<file path="src/rtl/serial_comparator.sv">
// serial_comparator: bit-serial, MSB-first unsigned magnitude comparator behind a start/done handshake.
// Optional build macro EARLY_EXIT_EN ends the walk on the first differing bit instead of after every bit.
module serial_comparator #(
    parameter int DATA_WIDTH = 4
) (
    input  logic                  clk_in,
    input  logic                  rst_in,
    input  logic                  start_in,
    input  logic [DATA_WIDTH-1:0] a_in,
    input  logic [DATA_WIDTH-1:0] b_in,
    output logic                  busy_out,
    output logic                  done_out,
    output logic                  a_in_g_b_in,
    output logic                  a_in_e_b_in,
    output logic                  a_in_l_b_in
);

    localparam int CNT_W = (DATA_WIDTH > 1) ? $clog2(DATA_WIDTH) : 1;

    typedef enum logic {
        IDLE,
        SHIFT
    } state_t;

    typedef enum logic [1:0] {
        REL_EQ,
        REL_GT,
        REL_LT
    } rel_t;

    state_t                state;
    state_t                next_state;
    rel_t                  rel;
    rel_t                  rel_next;
    logic [DATA_WIDTH-1:0] a_sh;
    logic [DATA_WIDTH-1:0] b_sh;
    logic [CNT_W-1:0]      cnt;
    logic                  a_msb;
    logic                  b_msb;
    logic                  finish;

    assign a_msb    = a_sh[DATA_WIDTH-1];
    assign b_msb    = b_sh[DATA_WIDTH-1];
    assign busy_out = (state == SHIFT);

    // Once a difference has been seen, the relation is frozen for the rest of the walk.
    always_comb begin
        rel_next = rel;
        if ((rel == REL_EQ) && (a_msb != b_msb)) begin
            rel_next = a_msb ? REL_GT : REL_LT;
        end
    end

    always_comb begin
        finish = 1'b0;
        if (state == SHIFT) begin
`ifdef EARLY_EXIT_EN
            finish = (cnt == '0) || (rel_next != REL_EQ);
`else
            finish = (cnt == '0);
`endif
        end
    end

    always_comb begin
        next_state = state;
        case (state)
            IDLE:    if (start_in) next_state = SHIFT;
            SHIFT:   if (finish)   next_state = IDLE;
            default: next_state = IDLE;
        endcase
    end

    always_ff @(posedge clk_in or posedge rst_in) begin
        if (rst_in) begin
            state <= IDLE;
        end else begin
            state <= next_state;
        end
    end

    // Start is only honoured in IDLE, so the done edge (still SHIFT) never re-captures operands.
    always_ff @(posedge clk_in or posedge rst_in) begin
        if (rst_in) begin
            a_sh        <= '0;
            b_sh        <= '0;
            cnt         <= '0;
            rel         <= REL_EQ;
            done_out    <= 1'b0;
            a_in_g_b_in <= 1'b0;
            a_in_e_b_in <= 1'b0;
            a_in_l_b_in <= 1'b0;
        end else begin
            done_out <= 1'b0;
            case (state)
                IDLE: begin
                    if (start_in) begin
                        a_sh <= a_in;
                        b_sh <= b_in;
                        cnt  <= CNT_W'(DATA_WIDTH - 1);
                        rel  <= REL_EQ;
                    end
                end
                SHIFT: begin
                    a_sh <= {a_sh[DATA_WIDTH-2:0], 1'b0};
                    b_sh <= {b_sh[DATA_WIDTH-2:0], 1'b0};
                    cnt  <= cnt - 1'b1;
                    rel  <= rel_next;
                    if (finish) begin
                        done_out    <= 1'b1;
                        a_in_g_b_in <= (rel_next == REL_GT);
                        a_in_e_b_in <= (rel_next == REL_EQ);
                        a_in_l_b_in <= (rel_next == REL_LT);
                    end
                end
                default: ;
            endcase
        end
    end

endmodule

</file>
<file path="config.mk">
export PLATFORM = sky130hd
export DESIGN_NAME = serial_comparator
export DESIGN_NICKNAME = d
export VERILOG_FILES = /design/src/rtl/serial_comparator.sv
export SDC_FILE = /design/constraint.sdc
export NUM_CORES = 1
export LEC_CHECK = 0
export ABC_AREA = 0
export BUFFER_PORTS_ARGS = -buffer_cell sky130_fd_sc_hd__clkbuf_2
export CORE_MARGIN = 2
export CORE_UTILIZATION = 45
export CTS_BUF_LIST = sky130_fd_sc_hd__clkbuf_4 sky130_fd_sc_hd__clkbuf_8
export DETAILED_ROUTE_END_ITERATION = 12
export PLACE_DENSITY = 0.68
export SETUP_SLACK_MARGIN = 0.3
export SLEW_MARGIN = 25
export SYNTH_ARGS = -nofsm -noshare
export SYNTH_HDL_FRONTEND = slang
export SYNTH_SLANG_ARGS = --single-unit
</file>
<file path="constraint.sdc">
create_clock -name clk_in -period 2.58 [get_ports clk_in]
set_input_delay 0.516 -clock clk_in [delete_from_list [all_inputs] [get_ports clk_in]]
set_output_delay 0.516 -clock clk_in [all_outputs]
set_load 0.02 [all_outputs]
</file>
### Word level (Yosys, flattened, before mapping)

Cells that the tools add are included.

* bits in registers: 17
* input bits: 11
* output and inout bits: 5
* word-level logic and storage cells: 36

* $add $sub $neg: 1
* equal/unequal tests: 4
* muxes and demuxes: 16
* bitwise gates (word level): 1
* reductions and logical operators: 5

Operator list (count)
* 4-bit case mux with 2 select lines: 2
* 2-bit two-way mux: 4
* 4-bit two-way mux: 2
* 2-bit case mux with 2 select lines: 2
* 2-bit zero test: 3
* 1-bit two-way mux: 5
* 2-bit by 1-bit equality test with 1-bit output (second input constant): 1
* 2-bit equality test (second input constant): 1
* 2-bit inequality test (second input constant): 1
* 1-bit case mux with 2 select lines: 1
* 2-bit AND reduction: 1
* 2-bit by 1-bit subtractor with 2-bit output (second input constant): 1
* 1-bit logical AND: 1
* 1-bit inequality test: 1
* 1-bit NOT: 1

### Longest topological paths before layout

* depth after elaboration: 4
* mapped depth: 5
* depth with buffers taken out: 5

### Worst setup path before layout

No wires, ideal clock.

* path type: register -> register
* start: reg cnt[0]
* end: reg a_in_e_b_in
* library setup time: 0.104 ns
* arrival: 0.922 ns
* required time: 2.476 ns
* slack: 1.554 ns
* stages on the path, launching flop included: 5
* path buffers: 0
* clock period less this slack: 1.026 ns
* cells stage by stage: dfrtp_1 inv_1 ha_1 nand2_2 o41ai_2

* longest elaborated chain between the ends: 3

Ends and longest elaborated chain
* start, declared: RTL line 37 `logic [CNT_W-1:0] cnt;`
* start signal, assigned: RTL line 100 `cnt <= CNT_W'(DATA_WIDTH - 1);`
* start signal, assigned: RTL line 107 `cnt <= cnt - 1'b1;`
* 2-bit zero test: RTL line 60 `finish = (cnt == '0);`
* 1-bit two-way mux: RTL line 56 `if (state == SHIFT) begin`
* 2-bit AND reduction (no source line)
* end signal, assigned: RTL line 112 `a_in_e_b_in <= (rel_next == REL_EQ);`
* end, declared: RTL line 14 `output logic a_in_e_b_in,`

Every way passes these cells.
A chain may end at the register's enable or synchronous reset.

### Worst setup path after layout

* start: reg state, in the netlist busy_out
* end: out busy_out

RTL lines
* start, declared: RTL line 31 `state_t state;`
* start signal, assigned: RTL line 78 `state <= next_state;`
* end, declared: RTL line 11 `output logic busy_out,`

No word-level cell between the ends.

==> metrics <==
Reg2Reg Setup Slack=1.19 ns; sequential area share after synthesis=55.8%; final WL=1230 um; ANT nets after route=0; Achievable Freq=539 MHz; Post-synth ARST share=100%; Nets=99; PwrDens=1050 nW/um^2; core area=1540 sq um; CP Data Arrival Time=1.34 ns; Via density=5.22; pin count of the biggest net entering global routing=24; total CTS buffers=3; antenna cells=0; post-CTS sizing=0; Hold Crit Class=input port to asynchronous set/reset pin; RR Startpoint=busy_out$_DFF_PP0_; Crit Path Class=flop to primary output; Final Skew=0.00126 ns; Die Wd=45.2 um; clock net sink count=17; CP top delay family=flip-flops; CP endpoint kind=primary output; top post-synthesis cells by area=dfrtp_1, mux2i_1, o21ai_1; final setup fails=0; CTS H-tree depth=1; DR DRC count=0; CTS Buffer Depth=2; CP required=2.06 ns; max incr delay on CP=0.76 ns; via count=532; fillcell total=149; syn_area_per_cell=10.9 sq um; cell taking the most area after synthesis=dfrtp_1; number of cells on the critical path=1; Slew @ Worst Pin=0.639 ns; Initial Util=49.4%; first-pass GRT wire length=2130 um; status=completed; root buf cell=clkbuf_4; most frequent cells in the layout=dfrtp_1, clkbuf_2, nand2_1; leak pwr=0.000459 uW; layout cell share with drive strength beyond 1=26.7%; GRT overflow=0; utilization after layout=56.0%; unrepaired setup endpoints after global routing=no; fin crit share=72.0%; port bufs=15; die area=2040 sq um; worst setup path end=busy_out; Area Growth Syn to Fin=13.3%; Slew headroom=57.4%; synth warn=0; setup bufs post-CTS=0; Pre-antenna DRT Iters=2; Std-Cell Rows=14; max-cap viol count=0; synthesized instance count=70; # hold bufs at CTS=0; vias in the first global route=511; Worst-path clk slew=0.10 ns; post-synth top area share=55.8%; I/O pin cnt=16; worst path cell trace=clkbuf_2; Crit Path Max Fanout=23; dpl hpwl=878 um; startpoint type of the worst setup path=flop; CTS tree=built; die span in y=45.2 um; R2R depth=2; later-pin clock latency in the skew report=0.29 ns; worst vdd ir=0.000508 V; Final Hold Vio Count=0; Tmin final=1.86 ns; post-synth cell types=19; CP max-delay cell=dfrtp_1; EDFF count, synth=0; Synth Net Count=82; mapped cell area=762 sq um; Main synth FF type=dfrtp_1; Final TNS setup=0 ns; FF+latch count, synth=17; placer congestion estimate=0.740; reg2reg end=a_in_e_b_in$_DFFE_PP0P_; Crit path buffers/inverters=1; Max Slew Vio Count=0; Total GRT Usage=14.8%; Critical Path Start=busy_out$_DFF_PP0_; most common cell after layout, fill and taps aside=dfrtp_1; initial drt markers=9; Routed wire per std cell=12.0 um; initial antenna violation count=0
## worst min path at each step
stage                                  startpoint                 endpoint  slack (ns)
after global placement         cnt[0]$_DFFE_PP0P_       cnt[0]$_DFFE_PP0P_        0.46
after detailed placement  a_in_l_b_in$_DFFE_PP0P_  a_in_l_b_in$_DFFE_PP0P_        0.47
after global routing                       rst_in      a_sh[2]$_DFFE_PP0P_        0.34
final                                      rst_in      a_sh[0]$_DFFE_PP0P_        0.27
after floorplan                            rst_in  a_in_e_b_in$_DFFE_PP0P_        0.44
after CTS                                  rst_in      a_sh[2]$_DFFE_PP0P_        0.29
## kinds of logic (layout without fill, tap and decap cells)
kind of cell	Yosys count	after routing	synth area share, %
AOI/OAI and AO/OA	18	18	16.3
xor gates and xnor gates	1	1	1.15
adders and majority gates	1	1	1.64
buffers and inverters	11	27	7.06
DFF	17	17	55.8
muxes	8	8	10.5
and+or+nand+nor	14	14	7.55
## power by group
part / switching (uW) / internal (uW)
sequential: 106 / 364
combinational: 158 / 123
clock: 84.1 / 70.7
## sequential cells by signal, indices dropped and copies added (netlist names)
name	cells
done_out	1
a_sh	4
cnt	2
rel	2
busy_out	1
a_in_g_b_in	1
b_sh	4
a_in_l_b_in	1
a_in_e_b_in	1
## synthesized netlist by cell type (all sizes together), types with 2 or more instances
cell type,instances
dfrtp,17
nand2,10
inv,8
mux2i,8
o21ai,7
a21oi,5
buf,3
nor2,2
nor3,2
o31ai,2
o41ai,2
## final cells by class
type / count / area, sq um / share of cell area, %
multi-input cells: 42 / 283 / 32.8
flip-flops and latches: 17 / 425 / 49.3
well taps: 16 / 20.0 / 2.32
clock buffers: 4 / 30.0 / 3.48
repair buffers: 15 / 75.1 / 8.70
inverters: 8 / 30.0 / 3.48
## stage by stage
step | cell area [sq um] | worst slack [ns] | total power (uW) | hold slack (ns) | instances
after floorplan | 762 | 1.55 | 686 | 0.442 | 70
after global placement | 833 | 1.04 | 747 | 0.458 | 98
after detailed placement | 833 | 1.04 | 759 | 0.467 | 98
after CTS | 863 | 0.708 | 914 | 0.292 | 102
after global routing | 863 | 0.632 | 977 | 0.338 | 102
final | 863 | 0.724 | 905 | 0.269 | 102
## per-layer routing
layer / global-route usage, % / up-vias / part of all wire (%)
met3: 3.20 / 2 / 4.9
met4: 9.41 / 0 / 2.2
met5: 0 / - / 0
met2: 22.3 / 13 / 43
met1: 19.1 / 246 / 50
li1: - / 271 / -
Power figures use the tool's default switching activity.
